===== config.mk =====
export PLATFORM = sky130hd
export DESIGN_NAME = dbg_trace_tx
export DESIGN_NICKNAME = d
export VERILOG_FILES = /design/src/rtl/dbg_trace_pkg.sv /design/src/rtl/trace_fifo.sv /design/src/rtl/dbg_trace_tx.sv
export SDC_FILE = /design/constraint.sdc
export NUM_CORES = 1
export LEC_CHECK = 0
export BUFFER_PORTS_ARGS = -buffer_cell sky130_fd_sc_hd__buf_2
export CORE_ASPECT_RATIO = 1.5
export CORE_MARGIN = 3
export CORE_UTILIZATION = 55
export CTS_CLUSTER_DIAMETER = 120
export CTS_CLUSTER_SIZE = 16
export DETAILED_ROUTE_END_ITERATION = 7
export PLACE_DENSITY = 0.82
export SYNTH_ARGS = -nofsm -noshare
export SYNTH_HDL_FRONTEND = slang
export SYNTH_SLANG_ARGS = --single-unit
export TNS_END_PERCENT = 1

===== constraint.sdc =====
create_clock -name clk -period 8.2 [get_ports clk]
set_input_delay 0 -clock clk [delete_from_list [all_inputs] [get_ports clk]]
set_output_delay 0 -clock clk [all_outputs]
set_load 0.01 [all_outputs]

===== src/rtl/dbg_trace_pkg.sv =====
// Shared types for the debug trace transmitter: record layout, record types,
// serializer states and the record-to-byte mapping.
package dbg_trace_pkg;

    typedef enum logic [1:0] {
        TR_NONE = 2'b00,
        TR_REG  = 2'b01,
        TR_MEM  = 2'b10,
        TR_OVF  = 2'b11
    } trace_type_e;

    typedef struct packed {
        trace_type_e rec_type;
        logic [8:0]  addr;
        logic [31:0] data;
    } trace_rec_t;

    localparam int REC_BYTES = 6;

    typedef enum logic {
        SER_IDLE = 1'b0,
        SER_SEND = 1'b1
    } ser_state_e;

    // Byte 0 carries the type and addr[8]; data goes out little-endian.
    function automatic logic [7:0] rec_byte(input trace_rec_t rec, input logic [2:0] idx);
        logic [7:0] b;
        case (idx)
            3'd0:    b = {rec.rec_type, 5'b0, rec.addr[8]};
            3'd1:    b = rec.addr[7:0];
            3'd2:    b = rec.data[7:0];
            3'd3:    b = rec.data[15:8];
            3'd4:    b = rec.data[23:16];
            3'd5:    b = rec.data[31:24];
            default: b = 8'h00;
        endcase
        return b;
    endfunction

endpackage


===== src/rtl/trace_fifo.sv =====
// Record FIFO with three ordered write lanes (valid lanes are packed into
// consecutive slots) and a single read port exposing the head entry.
module trace_fifo
    import dbg_trace_pkg::*;
#(
    parameter int DEPTH = 8
) (
    input  logic                     clk,
    input  logic                     reset,
    input  logic [2:0]               push_vld,
    input  trace_rec_t [2:0]         push_rec,
    input  logic                     pop,
    output trace_rec_t               head,
    output logic [$clog2(DEPTH):0]   count
);
    localparam int AW = $clog2(DEPTH);
    localparam int CW = AW + 1;

    trace_rec_t mem_q [DEPTH];
    trace_rec_t mem_d [DEPTH];
    logic [AW-1:0] wr_ptr_q, wr_ptr_d;
    logic [AW-1:0] rd_ptr_q, rd_ptr_d;
    logic [CW-1:0] count_q, count_d;
    logic [AW-1:0] slot;
    logic [CW-1:0] n_push;

    // The caller never pushes more than the free slots nor pops when empty.
    always_comb begin
        mem_d  = mem_q;
        slot   = wr_ptr_q;
        n_push = '0;
        for (int i = 0; i < 3; i++) begin
            if (push_vld[i]) begin
                mem_d[slot] = push_rec[i];
                slot        = slot + AW'(1);
                n_push      = n_push + CW'(1);
            end
        end
        wr_ptr_d = slot;
        rd_ptr_d = pop ? rd_ptr_q + AW'(1) : rd_ptr_q;
        count_d  = count_q + n_push - (pop ? CW'(1) : CW'(0));
    end

    always_ff @(posedge clk or posedge reset) begin
        if (reset) begin
            wr_ptr_q <= '0;
            rd_ptr_q <= '0;
            count_q  <= '0;
        end else begin
            wr_ptr_q <= wr_ptr_d;
            rd_ptr_q <= rd_ptr_d;
            count_q  <= count_d;
        end
    end

    // Storage needs no reset: an entry is only read after it was written.
    always_ff @(posedge clk) begin
        mem_q <= mem_d;
    end

    assign head  = mem_q[rd_ptr_q];
    assign count = count_q;

endmodule


===== src/rtl/dbg_trace_tx.sv =====
// Debug trace transmitter: qualifies write-back and store events, allocates
// FIFO slots (overflow marker first), counts drops and serializes 6-byte records.
module dbg_trace_tx
    import dbg_trace_pkg::*;
#(
    parameter int FIFO_DEPTH = 8,
    parameter int DM_ADDRESS = 9,
    parameter int DATA_W     = 32
) (
    input  logic                          clk,
    input  logic                          reset,
    input  logic                          en,
    input  logic                          reg_write_sig,
    input  logic [4:0]                    reg_num,
    input  logic [DATA_W-1:0]             reg_data,
    input  logic                          wr,
    input  logic [DM_ADDRESS-1:0]         addr,
    input  logic [DATA_W-1:0]             wr_data,
    output logic                          tx_valid,
    output logic [7:0]                    tx_data,
    output logic                          tx_last,
    input  logic                          tx_ready,
    output logic [$clog2(FIFO_DEPTH):0]   fifo_count,
    output logic [15:0]                   drop_cnt,
    output ser_state_e                    dbg_state
);
    localparam int         CW       = $clog2(FIFO_DEPTH) + 1;
    localparam logic [2:0] LAST_IDX = 3'(REC_BYTES - 1);

    // Handshake: a byte transfers on a rising edge where tx_valid & tx_ready;
    // once raised, tx_valid/tx_data/tx_last hold until that transfer.

    logic             reg_ev, mem_ev;
    logic [CW-1:0]    avail;
    logic [2:0]       push_vld;
    trace_rec_t [2:0] push_rec;
    logic [1:0]       drops;
    logic [16:0]      drop_sum;
    logic [15:0]      drop_cnt_q, drop_cnt_d;
    logic [CW-1:0]    fifo_count_w;
    trace_rec_t       head;
    logic             pop;
    logic             fifo_empty;

    ser_state_e       state_q, state_d;
    logic [2:0]       idx_q, idx_d;
    trace_rec_t       cur_q, cur_d;

    // Slots are granted marker -> reg -> mem from the pre-edge free count.
    always_comb begin
        reg_ev   = en & reg_write_sig & (reg_num != 5'd0);
        mem_ev   = en & wr;
        avail    = CW'(FIFO_DEPTH) - fifo_count_w;
        push_vld = 3'b000;
        drops    = 2'd0;

        push_rec[0] = '{rec_type: TR_OVF, addr: 9'd0, data: {16'd0, drop_cnt_q}};
        push_rec[1] = '{rec_type: TR_REG, addr: {4'd0, reg_num}, data: reg_data};
        push_rec[2] = '{rec_type: TR_MEM, addr: addr, data: wr_data};

        if (drop_cnt_q != 16'd0 && avail != '0) begin
            push_vld[0] = 1'b1;
            avail       = avail - CW'(1);
        end
        if (reg_ev) begin
            if (avail != '0) begin
                push_vld[1] = 1'b1;
                avail       = avail - CW'(1);
            end else begin
                drops = drops + 2'd1;
            end
        end
        if (mem_ev) begin
            if (avail != '0) begin
                push_vld[2] = 1'b1;
            end else begin
                drops = drops + 2'd1;
            end
        end

        drop_sum   = {1'b0, (push_vld[0] ? 16'd0 : drop_cnt_q)} + {15'd0, drops};
        drop_cnt_d = drop_sum[16] ? 16'hFFFF : drop_sum[15:0];
    end

    trace_fifo #(
        .DEPTH(FIFO_DEPTH)
    ) u_fifo (
        .clk      (clk),
        .reset    (reset),
        .push_vld (push_vld),
        .push_rec (push_rec),
        .pop      (pop),
        .head     (head),
        .count    (fifo_count_w)
    );

    assign fifo_empty = (fifo_count_w == '0);

    // Serializer: state register.
    always_ff @(posedge clk or posedge reset) begin
        if (reset) begin
            state_q    <= SER_IDLE;
            idx_q      <= 3'd0;
            cur_q      <= '0;
            drop_cnt_q <= 16'd0;
        end else begin
            state_q    <= state_d;
            idx_q      <= idx_d;
            cur_q      <= cur_d;
            drop_cnt_q <= drop_cnt_d;
        end
    end

    // Serializer: next state. The last-byte handshake pops straight into the
    // next record so back-to-back records have no bubble.
    always_comb begin
        state_d = state_q;
        idx_d   = idx_q;
        cur_d   = cur_q;
        pop     = 1'b0;
        case (state_q)
            SER_IDLE: begin
                if (!fifo_empty) begin
                    pop     = 1'b1;
                    state_d = SER_SEND;
                    idx_d   = 3'd0;
                    cur_d   = head;
                end
            end
            SER_SEND: begin
                if (tx_ready) begin
                    if (idx_q == LAST_IDX) begin
                        idx_d = 3'd0;
                        if (!fifo_empty) begin
                            pop   = 1'b1;
                            cur_d = head;
                        end else begin
                            state_d = SER_IDLE;
                        end
                    end else begin
                        idx_d = idx_q + 3'd1;
                    end
                end
            end
            default: state_d = SER_IDLE;
        endcase
    end

    // Serializer: outputs.
    always_comb begin
        tx_valid = (state_q == SER_SEND);
        tx_data  = tx_valid ? rec_byte(cur_q, idx_q) : 8'h00;
        tx_last  = tx_valid && (idx_q == LAST_IDX);
    end

    assign fifo_count = fifo_count_w;
    assign drop_cnt   = drop_cnt_q;
    assign dbg_state  = state_q;

endmodule


# Yosys cells after proc, flatten, opt, wreduce, memory -nomap -nowiden
# Cells that the tools add are included.
dict set report totals {
  out_inout_bits 31
  regBits 417
  wordCells 137
  in_bits 84
}
dict set report op_classes {
  n_reduce_logical 14
  eq_ne 8
  order_cmp 7
  add_sub_neg 14
  n_bitwise 8
  mux 53
}
# operator count
set ops {}
lappend ops {{344-bit bitwise mux} 3}
lappend ops {{344-bit 2-to-1 mux} 3}
lappend ops {{43-bit demux with 3-bit select} 3}
lappend ops {{43-bit 2-to-1 mux} 8}
lappend ops {{43-bit binary-select mux with 3-bit select} 1}
lappend ops {{43-bit case mux with 2 select lines} 1}
lappend ops {{8-bit case mux with 6 select lines} 1}
lappend ops {{16-bit 2-to-1 mux} 2}
lappend ops {{4-bit 2-to-1 mux} 5}
lappend ops {{3-bit 2-to-1 mux} 6}
lappend ops {{16-bit by 2-bit adder with 17-bit output} 1}
lappend ops {{4-bit >= comparator (second input constant)} 4}
lappend ops {{3-bit inverter with 4-bit output} 4}
lappend ops {{16-bit nonzero test} 1}
lappend ops {{3-bit by 1-bit adder with 3-bit output (second input constant)} 5}
lappend ops {{1-bit 2-to-1 mux} 14}
lappend ops {{4-bit by 1-bit < comparator with 1-bit output (second input constant)} 3}
lappend ops {{4-bit nonzero test} 3}
lappend ops {{8-bit 2-to-1 mux} 1}
lappend ops {{4-bit by 1-bit subtractor with 4-bit output (second input constant)} 2}
lappend ops {{3-bit by 2-bit == test with 1-bit output (second input constant)} 2}
lappend ops {{3-bit == test (second input constant)} 2}
lappend ops {{3-bit case mux with 2 select lines} 1}
lappend ops {{1-bit logical AND} 5}
lappend ops {{other kinds (17)} 23}

# Depth between registers and ports, before layout
# Gate-level depths: netlist of the first run.
dict set report depth {
  depth_word 15
  depth_mapped 31
  ltp_nobuf 27
}

# Hierarchy
# Synthesis of the first run repeated with hierarchy kept, for this count alone.
dict set report unflattened {
  hier_cells 2566
  area_unflattened_um2 25027.8
}
# mod instances seq_area_each_um2 cells_each area_each_um2
set modules_own_cells {}
lappend modules_own_cells {trace_fifo 1 7136.8 2252 21584.5}
lappend modules_own_cells {dbg_trace_tx 1 1576.5 314 3443.3}

# Worst setup path before layout of the first run
# Ideal clock, no wire load.
dict set report synth_path {
  path_type {reg2reg}
  from {register u_fifo.count_q[0] (netlist: u_fifo.count[0])}
  to {register drop_cnt_q[11] (netlist: drop_cnt[11])}
  setup_time_ns 0.083
  required_time_ns 8.117
  period_less_slack_ns 5.926
  path_buffers 5
  path_stages_with_launch 32
  t_arrival_ns 5.844
  setup_slack_ns 2.274
  cell_sequence {dfrtp_1 > buf_6 > inv_1 > ha_1 > nand2b_1 > and3b_1 > buf_6 > nor2_8 > inv_2 > clkbuf_1 > nor2_1 > xnor2_1 > ha_1 > or3_1 > a221oi_1 > xnor2_1 > a221o_1 > buf_6 > inv_1 > ha_1 > nand2_1 > nand2_1 > ha_1 > inv_1 > fa_1 > nor2b_1 > nand4_1 > nor4b_1 > nand4_1 > or3_1 > clkbuf_1 > o21ai_0}
}
dict set report synth_between {
  elab_chain_cells 12
  elab_cells_between_ends 19
  cone_classes {add/sub: 5; mux: 10; reduce/logical: 4}
}
# item line
set synth_lines {}
lappend synth_lines {{start: declaration} trace_fifo.sv:23} ;# logic [CW-1:0] count_q, count_d;
lappend synth_lines {{start signal: assignment} trace_fifo.sv:52} ;# count_q <= count_d;
lappend synth_lines {{4-bit subtractor *} dbg_trace_tx.sv:53} ;# avail = CW'(FIFO_DEPTH) - fifo_count_w;
lappend synth_lines {{branches (longest 9 deep; another with 4-bit by 1-bit subtractor with 4-bit output)} -}
lappend synth_lines {{16-bit by 2-bit adder with 17-bit output *} dbg_trace_tx.sv:81} ;# drop_sum = {1'b0, (push_vld[0] ? 16'd0 : drop_cnt_q)} + {15'd0, drops};
lappend synth_lines {{16-bit 2-to-1 mux *} dbg_trace_tx.sv:82} ;# drop_cnt_d = drop_sum[16] ? 16'hFFFF : drop_sum[15:0];
lappend synth_lines {{via drop_cnt_d[11]} dbg_trace_tx.sv:39} ;# logic [15:0] drop_cnt_q, drop_cnt_d;
lappend synth_lines {{end signal: assignment} dbg_trace_tx.sv:110} ;# drop_cnt_q <= drop_cnt_d;
lappend synth_lines {{end: declaration} dbg_trace_tx.sv:39}
# Mark *: on every way through the listed nets, which the timed path passes.
# A chain may end at the register's enable or synchronous reset.

# Worst setup path after layout of the first run
dict set report layout_path {
  from {register drop_cnt_q[11] (netlist: drop_cnt[11])}
  to {register drop_cnt_q[12] (netlist: drop_cnt[12])}
}
dict set report layout_between {
  elab_chain_cells 11
  elab_cells_between_ends 17
  cone_classes {add/sub: 3; mux: 10; reduce/logical: 4}
}
# item line
set layout_lines {}
lappend layout_lines {{16-bit nonzero test} dbg_trace_tx.sv:61} ;# if (drop_cnt_q != 16'd0 && avail != '0) begin
lappend layout_lines {{1-bit logical AND} dbg_trace_tx.sv:61}
lappend layout_lines {{4-bit 2-to-1 mux} dbg_trace_tx.sv:61}
lappend layout_lines {{4-bit by 1-bit subtractor with 4-bit output or 4-bit nonzero test (tied branches)} {dbg_trace_tx.sv:68, dbg_trace_tx.sv:66}}
lappend layout_lines {{4-bit 2-to-1 mux or 1-bit 2-to-1 mux (tied branches)} dbg_trace_tx.sv:66} ;# if (avail != '0) begin
lappend layout_lines {{4-bit 2-to-1 mux or 1-bit 2-to-1 mux (tied branches)} dbg_trace_tx.sv:65} ;# if (reg_ev) begin
lappend layout_lines {{4-bit nonzero test or 2-bit by 1-bit adder with 2-bit output (tied branches)} {dbg_trace_tx.sv:74, dbg_trace_tx.sv:77}}
lappend layout_lines {{2-bit 2-to-1 mux} dbg_trace_tx.sv:74} ;# if (avail != '0) begin
lappend layout_lines {{2-bit 2-to-1 mux} dbg_trace_tx.sv:73} ;# if (mem_ev) begin
lappend layout_lines {{16-bit by 2-bit adder with 17-bit output *} dbg_trace_tx.sv:81}
lappend layout_lines {{16-bit 2-to-1 mux *} dbg_trace_tx.sv:82}
lappend layout_lines {{via drop_cnt_d[12]} dbg_trace_tx.sv:39}
# Mark *: on every way through the listed nets, which the timed path passes. The rest lies on a longest branch.

==> impl_metrics.ini, run 1 <==
[status]
outcome = finished clean

[clock_tree]
h-tree-depth = 1
cts_tree = built
clock_latency_ns = 0.60
cts_made_buffers = 30
cts_setup_buffers = 0
path_clk_slew_ns = 0.07
ctsResizeCount = 0
cts_root_buf = clkbuf_16
cts_hold_buf = 119
clock_path_buffers = 3
clock-sinks = 417

[placed_design]
dpl.hpwl_um = 42800
portBuffers = 114
placedCellCount = 2968
gp_congestion = 0.934

[routing]
final_antenna_net_count = 0
wire_per_inst_um = 23.2
num_vias = 19943
drt_wl_total_um = 72700
drtIter0Drc = 2234
firstDrtPassIters = 8
via_per_inst = 6.37
drc = 0

[timing]
setup_tns_ns = 0
min_period_ns = 7.28
skew_ns = 0.0236
rsz0062_at_grt = no
whs_ns = 0.0512
slew_viol_final = 0
tightest_slew_ns = 1.18
post-route-period-util_pct = 88.8
finalSetupViolCount = 0
fmax_ghz = 0.137
hold_viol_final = 0
max_slew_margin_pct = 21.3

[worst_setup_path]
critPathArrivalTime_ns = 7.79
path_common_cell = ha_1
crit_family = simple AND/OR/NAND/NOR gates
cpPeakStageDelay_ns = 0.69
crit_required_ns = 8.71
r2r_start = drop_cnt[11]$_DFF_PP0_
worstPathCellList = nor4_1 -> and4_1 -> nor2_8 -> inv_2 -> nor2_1 -> xnor2_1 -> ha_1 -> o21a_1 -> o211a_1 -> o211ai_1 -> a221o_1 -> inv_1 -> ha_1 -> nand2_1 -> nand2_1 -> ha_1 -> inv_1 -> fa_1 -> nor2b_1 -> nand4_1 -> nor4b_1 -> nand4_1 -> or3_1 -> o21ai_0
start_kind = flip-flop
worstPathMaxFanout = 14
path_buf_inv = 3
cpMaxStageDelayCell = nor4b_1
critPathKind = reg2reg
startpoint = drop_cnt[11]$_DFF_PP0_
cp-end-kind = flip-flop

[final_layout]
final_common_cell = nand2_1
fin_cells = 3133
fillCellCount = 3331
syn2layout_area_growth_pct = 10.7
mostFrequentLayoutCells = nand2_1 (449), dfxtp_1 (344), mux2i_1 (223)
nNetsFinal = 2659
fin_util_pct = 62.0
drive_above_1_share_pct = 20.9

[pwr]
power_density_nw_per_um2 = 424
p_leak_nw = 11.6
finalPower_mw = 11.1
irDropWorstVdd_uv = 288

[grt]
grt_max_degree = 90
grt_pass1_vias = 20548
globalRouteOverflowTotal = 0
grt_pass1_wl_um = 112000
antenna_found_initial = 1
grtUsageTotal_pct = 31.0

[synthesis]
ys_types = 69
synth-seq-cells = 417
synth_area_um2 = 23700
post-synth-top-area-cell = dfxtp_1
synth_edf_count = 0
synth.top_cells.by_area = dfxtp_1 (29%), mux2i_1 (9.4%), mux4_2 (8.2%)
avgSynthCellArea_um2 = 9.52
synth_warnings = 0
async_reset_ff_share_pct = 17.5
ys_seq_area_share_pct = 36.8
synthFlopType = dfxtp_1
syn-num-nets = 2589
netlist_instances = 2485
synth_top_cell_area_share_pct = 29.1

[floorplanning]
die_y_um = 260
start_util_pct = 56.0
dieWidth_um = 175
io_pins = 115
rows = 92
dieArea_um2 = 45600
coreArea_um2 = 42200

[run]
cap_violations = 0

[worst_hold_path]
worstHoldStart = en
min_path_type = in2reg
==> power breakdown <==
| part | internal, mW | leakage [nW] | total, mW | switching, mW |
|---|---|---|---|---|
| logic | 3.01 | 7.47 | 5.92 | 2.91 |
| clock network | 0.693 | 0.405 | 1.44 | 0.744 |
| registers | 3.06 | 3.75 | 3.75 | 0.696 |
| total | 6.76 | 11.6 | 11.1 | 4.35 |
==> area by class of cell <==
cell class	instances	area (um^2)	area share (%)
clock inverters	1	16.3	0.0621
inverters	67	255	0.974
multi-input cells	1772	13600	52.1
flip-flops and latches	417	8720	33.3
clock buffers	44	825	3.15
diodes	1	2.50	0.00955
well taps	564	706	2.69
repair buffers	267	2030	7.75
==> sequential cells by signal, indices dropped and copies added, names as in the netlist <==
signal and flops:
u_fifo.mem_q 344, cur_q 43, drop_cnt 16, u_fifo.count 4
idx_q 3, u_fifo.rd_ptr_q 3, u_fifo.wr_ptr_q 3, dbg_state 1
==> path summary, 6_finish.rpt <==
kind / to / slack, ns / cells after the start
hold reg to reg: u_fifo.mem_q[38]$_DFF_P_ / 0.46 / 2
hold / removal: drop_cnt[0]$_DFF_PP0_ / 0.05 / 6
setup / recovery: drop_cnt[12]$_DFF_PP0_ / 0.92 / 24
max in group asynchronous: u_fifo.rd_ptr_q[2]$_DFFE_PP0P_ / 7.19 / 4
min in group asynchronous: u_fifo.count[2]$_DFF_PP0_ / 0.20 / 4
setup reg to reg: drop_cnt[12]$_DFF_PP0_ / 0.92 / 24
==> tightest hold or removal path, delay by kind of cell <==
family	cells	cell delay [ns]
fa+ha+maj	1	0.12
simple gates	4	0.36
buf+inv	1	0.13
==> synth_stat cells, types with 6 or more instances <==
cell	n
a21oi_1	109
a22oi_1	9
buf_1	13
buf_2	40
buf_4	12
buf_6	26
clkbuf_1	138
dfrtp_1	73
dfxtp_1	344
ha_1	18
inv_1	64
mux2_1	34
mux2_2	131
mux2_4	102
mux2i_1	223
mux4_2	86
nand2_1	449
nand2b_1	6
nand3_1	70
nand4_1	7
nor2_1	100
nor2b_1	7
nor3_1	13
o21ai_0	214
o21ai_1	76
or3_1	7
xnor2_1	15
xor2_1	11
==> metal layers <==
| metal | GRT usage [%] | vias up | share of wire [%] |
|---|---|---|---|
| met5 | 0 | - | 0 |
| met3 | 5.74 | 350 | 9.5 |
| met4 | 19.5 | 0 | 6.5 |
| met2 | 51.7 | 1223 | 48 |
| met1 | 36.7 | 9533 | 36 |
| li1 | - | 8837 | - |
==> cells by family (layout without fill, tap and decap cells) <==
kind of cell	count (synthesis)	after routing	synth area share [%]
AO/OA/AOI/OAI	446	446	10.0
XOR/XNOR	28	28	1.15
adder cells (fa/ha/maj)	20	20	1.12
buffers and inverters	296	379	5.93
flip-flops	417	417	36.8
multiplexers	576	576	31.9
other	0	1	0
AND/OR/NAND/NOR	702	702	13.0
==> metrics by stage <==
stage                     worst slack (ns)  cell area, um^2
after floorplan                       2.27            23700
after global placement                1.25            24200
after detailed placement              1.11            24200
after CTS                             1.05            26200
after global routing                 0.417            26200
final                                0.919            26200
(Power assumes the default switching activity.)
==> run 2: changes to the inputs <==
- PLACE_DENSITY: 0.82 -> 0.73
==> run 2 against run 1 <==
Clock skew increased by 0.00077 ns. Global-route usage fell by 0.56 points. Combinational power decreased by 1%. Non-clock buffer count decreased by 1. Via count down 3.4%. First-iteration DRC count is 24% lower. Critical path type unchanged. Setup slack worse by 0.032 ns.
==> impl_metrics.ini, run 2 (synthesis results as in run 1) <==
[final_layout]
syn2layout_area_growth_pct = 10.7
fin_cells = 3134
final_common_cell = nand2_1
mostFrequentLayoutCells = nand2_1 (449), dfxtp_1 (344), mux2i_1 (223)
nNetsFinal = 2658
drive_above_1_share_pct = 20.8
largest_reg_flops = 344
regMostFlops = u_fifo.mem_q

[grt]
antenna_found_initial = 2
grt_pass1_wl_um = 110000
globalRouteOverflowTotal = 0
grt_max_degree = 91
grt_pass1_vias = 19866
grtUsageTotal_pct = 30.4

[timing]
fmax_ghz = 0.137
setup_tns_ns = 0
hold_viol_final = 0
min_period_ns = 7.31
tightest_slew_ns = 1.20
max_slew_margin_pct = 20.3
skew_ns = 0.0244
slew_viol_final = 0
rsz0062_at_grt = no
finalSetupViolCount = 0
post-route-period-util_pct = 89.2

[pwr]
p_switching_mw = 4.27
seqPwrFrac_pct = 33.8
p_comb_share_pct = 53.1
switching_share_pct = 38.8
p_leak_nw = 11.6
pwr-share-clk_pct = 13.1
irDropWorstVdd_uv = 233
p_int_mw = 6.75
power_density_nw_per_um2 = 421

[floorplanning]
io_pins = 115
dieArea_um2 = 45600
die_y_um = 260
rows = 92
start_util_pct = 56.0
coreArea_um2 = 42200
dieWidth_um = 175

[clock_tree]
cts_root_buf = clkbuf_16
path_clk_slew_ns = 0.08
h-tree-depth = 1
clock_latency_ns = 0.60
ctsResizeCount = 0
clock-sinks = 417
clock_path_buffers = 3
cts_made_buffers = 30
cts_setup_buffers = 0
cts_tree = built

[worst_setup_path]
r2r_start = drop_cnt[11]$_DFF_PP0_
critPathArrivalTime_ns = 7.82
worstPathMaxFanout = 14
cp-end-kind = flip-flop
critPathKind = reg2reg
crit_required_ns = 8.71
startpoint = drop_cnt[11]$_DFF_PP0_
start_kind = flip-flop

[placed_design]
dpl.hpwl_um = 42100
portBuffers = 114
placedCellCount = 2967
gp_congestion = 0.919

[routing]
final_antenna_net_count = 0
via_per_inst = 6.15
drt_wl_total_um = 70800
drc = 0
wire_per_inst_um = 22.6
firstDrtPassIters = 6
drtIter0Drc = 1703
num_vias = 19266

[worst_hold_path]
min_path_type = in2reg
worstHoldStart = en

[run]
cap_violations = 0

[status]
outcome = finished clean
-- run 2: power groups by stage --
stage	registers [mW]	logic [mW]	clock network, mW
after floorplan	3.43	4.51	0
after global placement	3.68	5.32	0
after detailed placement	3.73	5.55	0
after CTS	3.69	5.79	1.46
after global routing	3.82	6.34	1.53
final	3.72	5.85	1.44
-- run 2: final timing paths --
check	endpoint	slack (ns)	cells after the start
min in group asynchronous	u_fifo.count[2]$_DFF_PP0_	0.23	4
max in group asynchronous	u_fifo.rd_ptr_q[2]$_DFFE_PP0P_	7.19	4
min	drop_cnt[0]$_DFF_PP0_	0.04	6
min reg2reg	u_fifo.mem_q[81]$_DFF_P_	0.46	2
max reg2reg	drop_cnt[6]$_DFF_PP0_	0.89	24
max	drop_cnt[6]$_DFF_PP0_	0.89	24
-- run 2: final cells by class --
class	instances	area [um^2]
antenna	1	2.50
clock buffer	46	832
clock inverter	1	16.3
fill	3512	16100
inverter	67	255
multi-input combinational	1772	13600
sequential	417	8720
tap	564	706
timing repair buffer	266	2010
-- run 2: per-layer routing --
metal | track usage, % | wire length (um) | vias to the layer above | part of all wire, %
met4 | 16.0 | 3830 | 2 | 5.4
met1 | 36.1 | 27300 | 9293 | 39
met2 | 52.8 | 34600 | 876 | 49
met5 | 0 | 12 | - | 0.017
met3 | 4.78 | 5060 | 253 | 7.1
li1 | - | - | 8842 | -
-- run 2: timing repair --
action / CTS / global route
hold buffers: 119 / 0
endpoints found under the hold margin: 408 / 0
setup endpoints to repair: 0 / 0
-- run 2: critical path, cell delays in order, from the launching register on --
cell,delay (ns)
dfrtp_1,0.56
nor4_1,0.57
and4_1,0.66
nor2_8,0.09
inv_2,0.07
nor2_1,0.05
xnor2_1,0.17
ha_1,0.23
o21a_1,0.17
o211a_1,0.64
o211ai_1,0.16
a221o_1,0.59
inv_1,0.19
ha_1,0.13
nand2_1,0.04
nand2_1,0.11
ha_1,0.17
inv_1,0.06
fa_1,0.45
nor2b_1,0.19
nand4_1,0.20
nor4b_1,0.69
nand4_1,0.28
or3_1,0.57
o21ai_0,0.17
-- run 2: metrics by stage --
step	utilization, %	power (mW)	setup slack, ns	hold WS [ns]	instance area (um^2)
global placement	57.1	9.00	1.18	0.313	24100
global route	62.0	11.7	0.226	0.0857	26200
detailed placement	57.1	9.28	1.07	0.326	24100
finish	62.0	11.0	0.886	0.0364	26200
floorplan	-	7.93	2.27	0.128	23700
CTS	62.0	10.9	0.981	0.0286	26200
